[config.mk]
export PLATFORM = sky130hd
export DESIGN_NAME = gray_counter
export DESIGN_NICKNAME = d
export VERILOG_FILES = /design/src/rtl/gray_pkg.sv /design/src/rtl/gray_counter.sv
export SDC_FILE = /design/constraint.sdc
export NUM_CORES = 1
export LEC_CHECK = 0
export BUFFER_PORTS_ARGS = -buffer_cell sky130_fd_sc_hd__buf_2
export CAP_MARGIN = 10
export CORE_MARGIN = 5
export CORE_UTILIZATION = 45
export DETAILED_ROUTE_END_ITERATION = 8
export PLACE_DENSITY = 0.73
export SKIP_LAST_GASP = 1
export SYNTH_ARGS = -nofsm -noshare
export SYNTH_HDL_FRONTEND = slang
export SYNTH_SLANG_ARGS = --single-unit
[constraint.sdc]
create_clock -name clk -period 2.19 [get_ports clk]
set_input_delay 0.3285 -clock clk [delete_from_list [all_inputs] [get_ports clk]]
set_output_delay 0.3285 -clock clk [all_outputs]
set_load 0.005 [all_outputs]
[src/rtl/gray_pkg.sv]
// Shared helpers for Gray-code counters and their benches.
// Functions work on a fixed 32-bit word; callers cast to their own width.
package gray_pkg;

    localparam int MAXW = 32;

    typedef logic [MAXW-1:0] word_t;

    function automatic word_t bin2gray(input word_t b);
        return b ^ (b >> 1);
    endfunction

    // Prefix XOR from the MSB down recovers the binary value.
    function automatic word_t gray2bin(input word_t g);
        word_t b;
        b = g;
        for (int s = 1; s < MAXW; s = s * 2) begin
            b = b ^ (b >> s);
        end
        return b;
    endfunction

    function automatic logic onehot_chk(input word_t v);
        return (v != '0) && ((v & (v - word_t'(1))) == '0);
    endfunction

endpackage

[src/rtl/gray_counter.sv]
// Up/down counter with registered binary and Gray outputs,
// terminal-count pulse and a sticky single-bit-step monitor.
module gray_counter
    import gray_pkg::*;
#(
    parameter int               WIDTH = 4,
    parameter logic [WIDTH-1:0] INIT  = '0
) (
    input  logic             clk,
    input  logic             rst,
    input  logic             en,
    input  logic             up_dn,
    input  logic             load,
    input  logic [WIDTH-1:0] load_val,
    output logic [WIDTH-1:0] bin_out,
    output logic [WIDTH-1:0] gray_out,
    output logic             tc,
    output logic             step_err
);

    localparam logic [WIDTH-1:0] GINIT = WIDTH'(bin2gray(MAXW'(INIT)));

    logic [WIDTH-1:0] bin_q, bin_d;
    logic [WIDTH-1:0] gray_q, gray_d;
    logic             tc_q, tc_d;
    logic             err_q, err_d;
    logic [WIDTH-1:0] step;

    always_comb begin
        bin_d  = bin_q;
        gray_d = gray_q;
        tc_d   = 1'b0;
        err_d  = err_q;
        step   = up_dn ? bin_q + WIDTH'(1) : bin_q - WIDTH'(1);
        if (load) begin
            bin_d  = load_val;
            gray_d = WIDTH'(bin2gray(MAXW'(load_val)));
        end else if (en) begin
            bin_d  = step;
            gray_d = WIDTH'(bin2gray(MAXW'(step)));
            tc_d   = up_dn ? (&bin_q) : ~(|bin_q);
            // Gray is taken from the next count, so any multi-bit step is a fault
            if (!onehot_chk(MAXW'(gray_d ^ gray_q))) begin
                err_d = 1'b1;
            end
        end
    end

    always_ff @(posedge clk) begin
        if (rst) begin
            bin_q  <= INIT;
            gray_q <= GINIT;
            tc_q   <= 1'b0;
            err_q  <= 1'b0;
        end else begin
            bin_q  <= bin_d;
            gray_q <= gray_d;
            tc_q   <= tc_d;
            err_q  <= err_d;
        end
    end

    assign bin_out  = bin_q;
    assign gray_out = gray_q;
    assign tc       = tc_q;
    assign step_err = err_q;

endmodule

# After elaboration in Yosys (flattened, before gate mapping)
# Index checks and enable logic that the tools add are counted.
# word_totals
reg_bits,10
latchBits,0
ramBits,0
mem_bits_ro,0
inputBits,9
out_inout_bits,10
word_cells,29
mem_count,0
# classes
n_addsub,3
mul,0
div,0
n_lt_le_gt_ge,0
eq_ne,0
shift,0
n_mux,6
bitwise_logic,8
n_reduce_logical,8
# ops
cell,n
4-bit by 32-bit bitwise AND with 32-bit output,1
32-bit logical NOT,1
32-bit nonzero test,1
4-bit 2-to-1 mux,5
4-bit by 3-bit bitwise XOR with 4-bit output,2
"4-bit by 1-bit subtractor with 5-bit output, second input constant",1
"4-bit by 1-bit adder with 4-bit output, second input constant",1
1-bit inverter,4
4-bit AND reduction,1
4-bit OR reduction,1
"4-bit by 1-bit subtractor with 4-bit output, second input constant",1
4-bit bitwise XOR,1
3-bit AND reduction,1
3-bit OR reduction,1
2-bit nonzero test,1
1-bit logical AND,1
1-bit 2-to-1 mux,1

# Depth between registers and ports, before layout
# Gate-level depths: netlist of run 1.
# logic_depth
ltp_word,10
depth_mapped,8
depth_no_buf,7

# Least setup slack after synthesis of run 1
# OpenSTA, ideal clock, no wires.
# synth_timing
kind,register to register
startpoint,reg bin_q[0] (netlist: bin_out[0])
endpoint,reg err_q (netlist: step_err)
setup_ps,79
arrival_time_ps,2211
t_required_ps,2111
slack_ps,-100
stages_incl_launch_ff,9
path_buffers,1
period_less_slack_ps,2290
path_cell_list,dfxtp_1 -> buf_2 -> inv_1 -> fa_1 -> xnor2_2 -> xor2_2 -> mux2i_1 -> mux2_4 -> a211oi_2
# synth_between
elab_chain_cells,10
word_cells_on_any_way,12
classes_between,3 x add/sub; 1 x mux; 4 x bitwise; 4 x reduce/logical
# synth_rtl
element,line,rtl
"start, declared",gray_counter.sv:23,"logic [WIDTH-1:0] bin_q, bin_d;"
"start signal, assigned",gray_counter.sv:56,bin_q <= bin_d;
4-bit by 1-bit subtractor with 4-bit output or 4-bit by 1-bit adder with 4-bit output (tied branches),gray_counter.sv:34,step = up_dn ? bin_q + WIDTH'(1) : bin_q - WIDTH'(1);
4-bit 2-to-1 mux *,gray_counter.sv:34,
4-bit by 3-bit bitwise XOR with 4-bit output *,gray_pkg.sv:10,return b ^ (b >> 1);
4-bit bitwise XOR *,gray_counter.sv:43,if (!onehot_chk(MAXW'(gray_d ^ gray_q))) begin
4-bit by 1-bit subtractor with 5-bit output,gray_pkg.sv:24,return (v != '0) && ((v & (v - word_t'(1))) == '0);
4-bit by 32-bit bitwise AND with 32-bit output,gray_pkg.sv:24,
32-bit logical NOT,gray_pkg.sv:24,
1-bit logical AND *,gray_pkg.sv:24,
1-bit inverter (no source line) *,--,
3-bit AND reduction (no source line) *,--,
"end signal, assigned",gray_counter.sv:59,err_q <= err_d;
"end, declared",gray_counter.sv:26,"logic err_q, err_d;"
# Mark *: on every way between the ends. The rest lies on a longest branch, timed or not.
# A chain may end at the register's enable or synchronous reset.

# Final worst setup path of run 1
# layout_timing
startpoint,reg bin_q[2] (netlist: bin_out[2])
endpoint,reg err_q (netlist: step_err)
# Same word-level chain as after synthesis.

==> tab_implementation.tex, run 1 <==
\begin{tabular}{lr}
\hline
Metric & Value \\
\hline
\multicolumn{2}{l}{\textbf{Timing}} \\
Max Clock Skew & 0.004300 ns \\
Min Clock Period, post-route & 2.033 ns \\
Final-layout worst hold slack & 0.3348 ns \\
Achievable clock frequency & 492.0 MHz \\
Period utilization & 92.81\% \\
Unrepaired setup endpoints after global routing & no \\
Worst Max-Slew Pin Slew & 0.3156 ns \\
Pins Over Slew Limit & 0 \\
Final hold violation count & 0 \\
Slew headroom & 78.96\% \\
Final TNS setup & 0 ns \\
Number of setup violations in the final report & 0 \\
\multicolumn{2}{l}{\textbf{Yosys}} \\
Leading area contributor after synthesis & sky130\_fd\_sc\_hd\_\_dfxtp\_1 \\
Netlist Area Pre-Place & 699.4 µm² \\
Dominant register cell in the synthesized netlist & sky130\_fd\_sc\_hd\_\_dfxtp\_1 \\
Proportion of netlist area held by the largest area contributor & 25.76\% \\
Mean Syn Cell Area & 8.427 µm² \\
Yosys warnings & 0 \\
Sequential area share after synthesis & 25.76\% \\
Number of flops mapped to enable cells by yosys & 0 \\
Cells taking the most area after synthesis & sky130\_fd\_sc\_hd\_\_dfxtp\_1, sky130\_fd\_sc\_hd\_\_xnor2\_1, sky130\_fd\_sc\_hd\_\_a21oi\_1, sky130\_fd\_sc\_hd\_\_nor2\_1, sky130\_fd\_sc\_hd\_\_a211oi\_1 \\
Fraction of synthesis flops using an asynchronous set or reset pin & 0\% \\
Count of unique library cells instantiated by Yosys & 32 \\
Synthesized net count & 95 \\
Flop and latch count out of synthesis & 9 \\
Post-Synthesis Cells & 83 \\
\multicolumn{2}{l}{\textbf{Final layout}} \\
Ratio of cells with drive above 1 in the final layout & 32.69\% \\
Number of inserted filler cells in the final layout & 126 \\
Non-Filler Instances & 120 \\
Area of combinational cells with multiple inputs & 486.7 µm² \\
Most common library cell in the layout ignoring fill and taps & sky130\_fd\_sc\_hd\_\_buf\_2 \\
Number of nets at the end of the flow & 117 \\
Antenna Diode Count & 0 \\
Signed area change from the synthesized netlist to the final layout & 23.43\% \\
Area taken by flip-flops and latches & 180.2 µm² \\
Commonest non-fill, non-tap cells in the layout & sky130\_fd\_sc\_hd\_\_buf\_2, sky130\_fd\_sc\_hd\_\_nor2\_1, sky130\_fd\_sc\_hd\_\_a21oi\_1, sky130\_fd\_sc\_hd\_\_dfxtp\_1, sky130\_fd\_sc\_hd\_\_xnor2\_1 \\
Post-route standard cell area excluding fillers & 863.3 µm² \\
\multicolumn{2}{l}{\textbf{Min path}} \\
Cells on Worst Hold Path & 3 \\
Classification of the worst-slack hold path & in2reg \\
Worst hold path startpoint & load\_val[0] \\
\multicolumn{2}{l}{\textbf{Pwr}} \\
Seq pwr share & 33.4\% \\
Sw Pwr & 0.0001867 W \\
Pwr/cell area & 676.5 mW/mm² \\
Cell leakage power & 0.3926 nW \\
Maximum VDD drop & 386.7 µV \\
Switching share of power & 31.96\% \\
Share of total power in the clock network & 21.3\% \\
Combinational power share & 45.2\% \\
P\_int & 0.0003974 W \\
\multicolumn{2}{l}{\textbf{Route}} \\
Detailed-routing iteration count for the pre-antenna-repair pass & 4 \\
Final wirelength & 1470 µm \\
Avg WL per Cell & 12.25 µm \\
Starting DRT DRC Count & 14 \\
Antenna violation net count after detailed routing & 0 \\
Number of vias in the routed layout & 627 \\
Total DRC errors in the routed layout & 0 \\
Via-per-instance ratio & 5.225 \\
\multicolumn{2}{l}{\textbf{GRT}} \\
Initial antenna violation count & 0 \\
Vias in the first global route & 605 \\
Tot GR Track Use & 13.80\% \\
Pin count of the biggest net entering global routing & 16 \\
GRT overflow & 0 \\
Wire length of the first global-routing pass & 2615 µm \\
\multicolumn{2}{l}{\textbf{Floorplan}} \\
Die extent in x & 49.43 µm \\
Number of primary I/O pins & 19 \\
Die ar. & 0.002443 mm² \\
Core ar. & 0.001489 mm² \\
Std-Cell Rows & 14 \\
Effective utilization at floorplan & 46.97\% \\
Die Span Y & 49.43 µm \\
\multicolumn{2}{l}{\textbf{Clock tree}} \\
Level count of the clock H-tree & 1 \\
CTS tree & done \\
CTS sink cnt & 9 \\
Clock network latency to the later pin of the worst-skew pair & 0.26 ns \\
CTS Root Buffer Type & sky130\_fd\_sc\_hd\_\_clkbuf\_4 \\
Number of buffers inserted during clock tree synthesis & 3 \\
Quantity of gates resized following cts & 0 \\
Post-CTS clock slew at the launch and capture registers of the worst setup and hold paths & 0.06 ns \\
Buffer depth of the longest clock path & 2 \\
\multicolumn{2}{l}{\textbf{Placement}} \\
Number of port buffers & 18 \\
Placed cell area & 822.0 µm² \\
GP Congestion & 0.7933 \\
DP Wirelength & 1144 µm \\
Cells after DPL & 114 \\
\multicolumn{2}{l}{\textbf{Critical path}} \\
Origin of the critical flop-to-flop path & bin\_out[2]\$\_SDFFE\_PP0P\_ \\
Critical path start-end classification & reg2reg \\
Max FO, Critical Path & 5 \\
Element type at the critical path end & register \\
Critical Path Source & bin\_out[2]\$\_SDFFE\_PP0P\_ \\
Endpoint arrival time on the critical path & 2.21 ns \\
Delay contributed by the slowest stage of the critical path & 0.41 ns \\
Type of origin of the critical path & register \\
Critical-path cell with the highest stage delay & sky130\_fd\_sc\_hd\_\_dfxtp\_1 \\
Path depth of the worst reg2reg path & 6 \\
Data required, critical path & 2.37 ns \\
Ordered list of cells on the worst path & ha\_1 > xnor2\_4 > xor2\_2 > mux2i\_1 > mux2\_4 > a211oi\_2 \\
\multicolumn{2}{l}{\textbf{Flow run}} \\
Maxcap violations & 0 \\
\multicolumn{2}{l}{\textbf{Outcome}} \\
Outcome & completed \\
\hline
\end{tabular}
-- final timing paths --
| kind | slack [ns] | to |
|---|---|---|
| worst max-delay path | 0.16 | step_err$_SDFFE_PP0P_ |
| worst min-delay path | 0.33 | bin_out[0]$_SDFFE_PP0P_ |
| worst max register to register | 0.16 | step_err$_SDFFE_PP0P_ |
| worst min register to register | 0.55 | step_err$_SDFFE_PP0P_ |
-- flip-flops by register name (all words and copies together), names as in the netlist --
signal and count:
bin_out 4, tc 1, gray_out 3, step_err 1
-- what timing repair did --
item | 4_1_cts | 5_1_grt
hold buffers | 0 | 0
endpoints found under the setup margin | 0 | 1
buffers inserted | 0 | 2
-- synthesized netlist by cell type (2+ instances only) --
master	number
sky130_fd_sc_hd__a21oi_1	9
sky130_fd_sc_hd__ha_1	2
sky130_fd_sc_hd__nor3_1	5
sky130_fd_sc_hd__nor2b_1	2
sky130_fd_sc_hd__dfxtp_1	9
sky130_fd_sc_hd__xnor2_1	8
sky130_fd_sc_hd__o21ai_0	2
sky130_fd_sc_hd__xor2_1	2
sky130_fd_sc_hd__mux2i_1	2
sky130_fd_sc_hd__clkbuf_1	4
sky130_fd_sc_hd__nor2_1	11
sky130_fd_sc_hd__a211oi_1	4
sky130_fd_sc_hd__inv_1	4
-- cell type report --
class | instances | share of cell area (%)
inverters | 4 | 1.739
flip-flops and latches | 9 | 20.87
well taps | 16 | 2.319
multi-input cells | 63 | 56.38
clock buffers | 4 | 3.043
repair buffers | 24 | 15.65
-- metal layers --
layer  vias to the layer above  track usage [%]  wire, µm  share of wire [%]
li1                        325                -         -                  -
met1                       282            16.76       650                 44
met2                        16            20.39       704                 48
met3                         4            5.810        94                6.4
met4                         0            7.424        21                1.4
met5                         -                0         0                  0
-- power groups by stage --
| stage | combinational, W | sequential [W] | clock (W) |
|---|---|---|---|
| 2_1_floorplan | 0.000194 | 0.000197 | 0 |
| 3_3_place_gp | 0.000249 | 0.000198 | 0 |
| 3_5_place_dp | 0.000252 | 0.000199 | 0 |
| 4_1_cts | 0.000254 | 0.000195 | 0.000131 |
| 5_1_grt | 0.000290 | 0.000198 | 0.000143 |
| 6_report | 0.000264 | 0.000195 | 0.000125 |
-- worst max-delay path, delay by kind of cell, from the launching register on --
family	cells	cell delay, ns
AOI/OAI and AO/OA	1	0.16
xor gates and xnor gates	2	0.47
adders and majority gates	1	0.34
DFF	1	0.41
muxes	2	0.57
-- per-stage QoR --
step / setup slack (ns) / total power [W] / util [%]
after floorplan: 0.01393 / 0.0003918 / -
after global placement: 0.06624 / 0.0004467 / 55.21
after detailed placement: 0.03107 / 0.0004511 / 55.21
after CTS: 0.1102 / 0.0005802 / 56.97
after global routing: 0.008285 / 0.0006311 / 57.98
final: 0.1575 / 0.0005841 / 57.98
-- logic make-up after synthesis --
kind of cell	share of synthesized area, %
AND/OR/NAND/NOR	20.04
AO/OA/AOI/OAI	15.03
XOR/XNOR	21.11
buffers and inverters	6.617
flip-flops	25.76
multiplexers	5.008
adder cells (fa/ha/maj)	6.440
No activity file was read; power rests on OpenSTA's default activity.
==> run 2: changes to the inputs <==
--- a/config.mk
+++ b/config.mk
@@ -5,10 +5,11 @@
 export SDC_FILE = /design/constraint.sdc
 export NUM_CORES = 1
 export LEC_CHECK = 0
-export BUFFER_PORTS_ARGS = -buffer_cell sky130_fd_sc_hd__buf_2
+export BUFFER_PORTS_ARGS = -buffer_cell sky130_fd_sc_hd__buf_4
 export CAP_MARGIN = 10
-export CORE_MARGIN = 5
+export CORE_MARGIN = 3
 export CORE_UTILIZATION = 45
+export CTS_BUF_LIST = sky130_fd_sc_hd__clkbuf_4 sky130_fd_sc_hd__clkbuf_8
 export DETAILED_ROUTE_END_ITERATION = 8
 export PLACE_DENSITY = 0.73
 export SKIP_LAST_GASP = 1
==> tab_implementation.tex, run 2 (synthesis gave the netlist of run 1 again) <==
\begin{tabular}{lr}
\hline
Metric & Value \\
\hline
\multicolumn{2}{l}{\textbf{Route}} \\
Final wirelength & 1527 µm (was 1470 µm) \\
Detailed-routing iteration count for the pre-antenna-repair pass & 4 (unchanged) \\
Via-per-instance ratio & 5.136 (was 5.225) \\
Avg WL per Cell & 12.94 µm (was 12.25 µm) \\
Number of vias in the routed layout & 606 (was 627) \\
Antenna violation net count after detailed routing & 0 (unchanged) \\
Starting DRT DRC Count & 4 (was 14) \\
Total DRC errors in the routed layout & 0 (unchanged) \\
\multicolumn{2}{l}{\textbf{Final layout}} \\
Ratio of cells with drive above 1 in the final layout & 33.01\% (was 32.69\%) \\
Area of combinational cells with multiple inputs & 486.7 µm² (unchanged) \\
Signed area change from the synthesized netlist to the final layout & 29.16\% (was 23.43\%) \\
Most common library cell in the layout ignoring fill and taps & sky130\_fd\_sc\_hd\_\_buf\_4 (was sky130\_fd\_sc\_hd\_\_buf\_2) \\
Number of inserted filler cells in the final layout & 116 (was 126) \\
Number of nets at the end of the flow & 116 (was 117) \\
Non-Filler Instances & 118 (was 120) \\
Area taken by flip-flops and latches & 180.2 µm² (unchanged) \\
Antenna Diode Count & 0 (unchanged) \\
Layout Utilization & 65.34\% (was 57.98\%) \\
Post-route standard cell area excluding fillers & 903.4 µm² (was 863.3 µm²) \\
Commonest non-fill, non-tap cells in the layout & sky130\_fd\_sc\_hd\_\_buf\_4, sky130\_fd\_sc\_hd\_\_nor2\_1, sky130\_fd\_sc\_hd\_\_a21oi\_1, sky130\_fd\_sc\_hd\_\_dfxtp\_1, sky130\_fd\_sc\_hd\_\_xnor2\_1 (was sky130\_fd\_sc\_hd\_\_buf\_2, sky130\_fd\_sc\_hd\_\_nor2\_1, sky130\_fd\_sc\_hd\_\_a21oi\_1, sky130\_fd\_sc\_hd\_\_dfxtp\_1, sky130\_fd\_sc\_hd\_\_xnor2\_1) \\
Largest register FFs & 4 (unchanged) \\
\multicolumn{2}{l}{\textbf{Critical path}} \\
Data required, critical path & 2.39 ns (was 2.37 ns) \\
Worst flop-to-flop path endpoint & step\_err\$\_SDFFE\_PP0P\_ (unchanged) \\
Slack of the worst reg-to-reg path & 0.13 ns (was 0.16 ns) \\
Max FO, Critical Path & 5 (unchanged) \\
Type of origin of the critical path & register (unchanged) \\
Critical path start-end classification & reg2reg (unchanged) \\
Element type at the critical path end & register (unchanged) \\
Path depth of the worst reg2reg path & 7 (was 6) \\
Endpoint arrival time on the critical path & 2.25 ns (was 2.21 ns) \\
Critical-path cell with the highest stage delay & sky130\_fd\_sc\_hd\_\_fa\_2 (was sky130\_fd\_sc\_hd\_\_dfxtp\_1) \\
Origin of the critical flop-to-flop path & bin\_out[0]\$\_SDFFE\_PP0P\_ (was bin\_out[2]\$\_SDFFE\_PP0P\_) \\
Ordered list of cells on the worst path & inv\_1 > fa\_2 > xnor2\_4 > xor2\_2 > mux2i\_1 > mux2\_4 > a211oi\_2 (was ha\_1 > xnor2\_4 > xor2\_2 > mux2i\_1 > mux2\_4 > a211oi\_2) \\
Delay contributed by the slowest stage of the critical path & 0.40 ns (was 0.41 ns) \\
\multicolumn{2}{l}{\textbf{Floorplan}} \\
Die Span Y & 45.43 µm (was 49.43 µm) \\
Effective utilization at floorplan & 50.59\% (was 46.97\%) \\
Std-Cell Rows & 13 (was 14) \\
Die ar. & 0.002063 mm² (was 0.002443 mm²) \\
Core ar. & 0.001383 mm² (was 0.001489 mm²) \\
Die extent in x & 45.43 µm (was 49.43 µm) \\
Number of primary I/O pins & 19 (unchanged) \\
\multicolumn{2}{l}{\textbf{Timing}} \\
Slew headroom & 80.69\% (was 78.96\%) \\
Achievable clock frequency & 486.5 MHz (was 492.0 MHz) \\
Worst Max-Slew Pin Slew & 0.2892 ns (was 0.3156 ns) \\
Pins Over Slew Limit & 0 (unchanged) \\
Number of setup violations in the final report & 0 (unchanged) \\
Max Clock Skew & 0.002771 ns (was 0.004300 ns) \\
Final hold violation count & 0 (unchanged) \\
Final TNS setup & 0 ns (unchanged) \\
Period utilization & 93.86\% (was 92.81\%) \\
Min Clock Period, post-route & 2.056 ns (was 2.033 ns) \\
\multicolumn{2}{l}{\textbf{Outcome}} \\
Outcome & completed (unchanged) \\
\multicolumn{2}{l}{\textbf{GRT}} \\
Vias in the first global route & 530 (was 605) \\
Tot GR Track Use & 16.07\% (was 13.80\%) \\
Initial antenna violation count & 0 (unchanged) \\
Wire length of the first global-routing pass & 2297 µm (was 2615 µm) \\
GRT overflow & 0 (unchanged) \\
Pin count of the biggest net entering global routing & 16 (unchanged) \\
\multicolumn{2}{l}{\textbf{Clock tree}} \\
CTS Root Buffer Type & sky130\_fd\_sc\_hd\_\_clkbuf\_4 (unchanged) \\
Quantity of gates resized following cts & 0 (unchanged) \\
Clock network latency to the later pin of the worst-skew pair & 0.27 ns (was 0.26 ns) \\
Level count of the clock H-tree & 1 (unchanged) \\
CTS sink cnt & 9 (unchanged) \\
Post-CTS clock slew at the launch and capture registers of the worst setup and hold paths & 0.06 ns (about the same) \\
Buffer depth of the longest clock path & 2 (unchanged) \\
Hold buffers post-CTS & 0 (unchanged) \\
CTS tree & done (unchanged) \\
Number of buffers inserted during clock tree synthesis & 3 (unchanged) \\
\multicolumn{2}{l}{\textbf{Flow run}} \\
Maxcap violations & 0 (unchanged) \\
\multicolumn{2}{l}{\textbf{Min path}} \\
Worst hold path startpoint & rst (was load\_val[0]) \\
Worst hold endpoint & step\_err\$\_SDFFE\_PP0P\_ (was bin\_out[0]\$\_SDFFE\_PP0P\_) \\
Cells on Worst Hold Path & 2 (was 3) \\
Classification of the worst-slack hold path & in2reg (unchanged) \\
\multicolumn{2}{l}{\textbf{Placement}} \\
Placed cell area & 858.3 µm² (was 822.0 µm²) \\
GP Congestion & 0.7400 (was 0.7933) \\
Cells after DPL & 112 (was 114) \\
DP Wirelength & 1152 µm (was 1144 µm) \\
Number of port buffers & 18 (unchanged) \\
\multicolumn{2}{l}{\textbf{Pwr}} \\
Sum of internal, switching and leakage power & 0.0006131 W (was 0.0005841 W) \\
Maximum VDD drop & 341.7 µV (was 386.7 µV) \\
Cell leakage power & 0.4005 nW (was 0.3926 nW) \\
Pwr/cell area & 678.7 mW/mm² (was 676.5 mW/mm²) \\
\hline
\end{tabular}
[run 2: layout make-up]
class | instances | share of cell area [%]
well taps | 15 | 2.078
flip-flops and latches | 9 | 19.94
inverters | 4 | 1.662
repair buffers | 23 | 19.11
multi-input cells | 63 | 53.88
clock buffers | 4 | 3.324
[run 2: worst max-delay path: cells and delay by family, from the launching register on]
kind / cells / cell delay (ns)
XOR/XNOR: 2 / 0.46
adder cells (fa/ha/maj): 1 / 0.40
multiplexers: 2 / 0.57
buffers and inverters: 1 / 0.06
flip-flops: 1 / 0.32
AO/OA/AOI/OAI: 1 / 0.17
[run 2: worst max path at each step]
stage	cells after the start	end	slack, ns	start
after floorplan	8	step_err$_SDFFE_PP0P_	0.01	bin_out[0]$_SDFFE_PP0P_
after global placement	7	step_err$_SDFFE_PP0P_	0.04	up_dn
after global routing	6	step_err$_SDFFE_PP0P_	-0.0009	bin_out[2]$_SDFFE_PP0P_
final	7	step_err$_SDFFE_PP0P_	0.13	bin_out[0]$_SDFFE_PP0P_
after CTS	7	step_err$_SDFFE_PP0P_	0.09	bin_out[0]$_SDFFE_PP0P_
after detailed placement	7	step_err$_SDFFE_PP0P_	-0.008	up_dn
[run 2: through the flow]
step                setup WS, ns  hold slack [ns]
CTS                      0.09321           0.2876
detailed placement     -0.007613           0.5512
global route          -0.0009059           0.2804
floorplan                0.01393           0.4671
finish                    0.1344           0.2955
global placement         0.03690           0.5432
[run 2: where the power goes]
group / total (W) / leakage [nW] / internal, W / switching (W)
Sequential: 0.000195 / 0.0745 / 0.000179 / 0.0000159
Clock: 0.000144 / 0.0184 / 0.0000828 / 0.0000613
Combinational: 0.000274 / 0.308 / 0.000156 / 0.000118
Total: 0.000613 / 0.400 / 0.000418 / 0.000195
[run 2: per-layer routing]
| layer | GRT usage [%] | vias up | routed length, µm |
|---|---|---|---|
| met1 | 17.87 | 260 | 647 |
| met5 | 0 | - | 0 |
| met4 | 8.772 | 0 | 30 |
| met2 | 26.18 | 15 | 758 |
| met3 | 5.929 | 5 | 90 |
| li1 | - | 326 | - |
[run 2: repair_timing]
action	CTS	global route
endpoints found under the hold margin	0	0
setup endpoints to repair	0	1
setup buffers	0	2
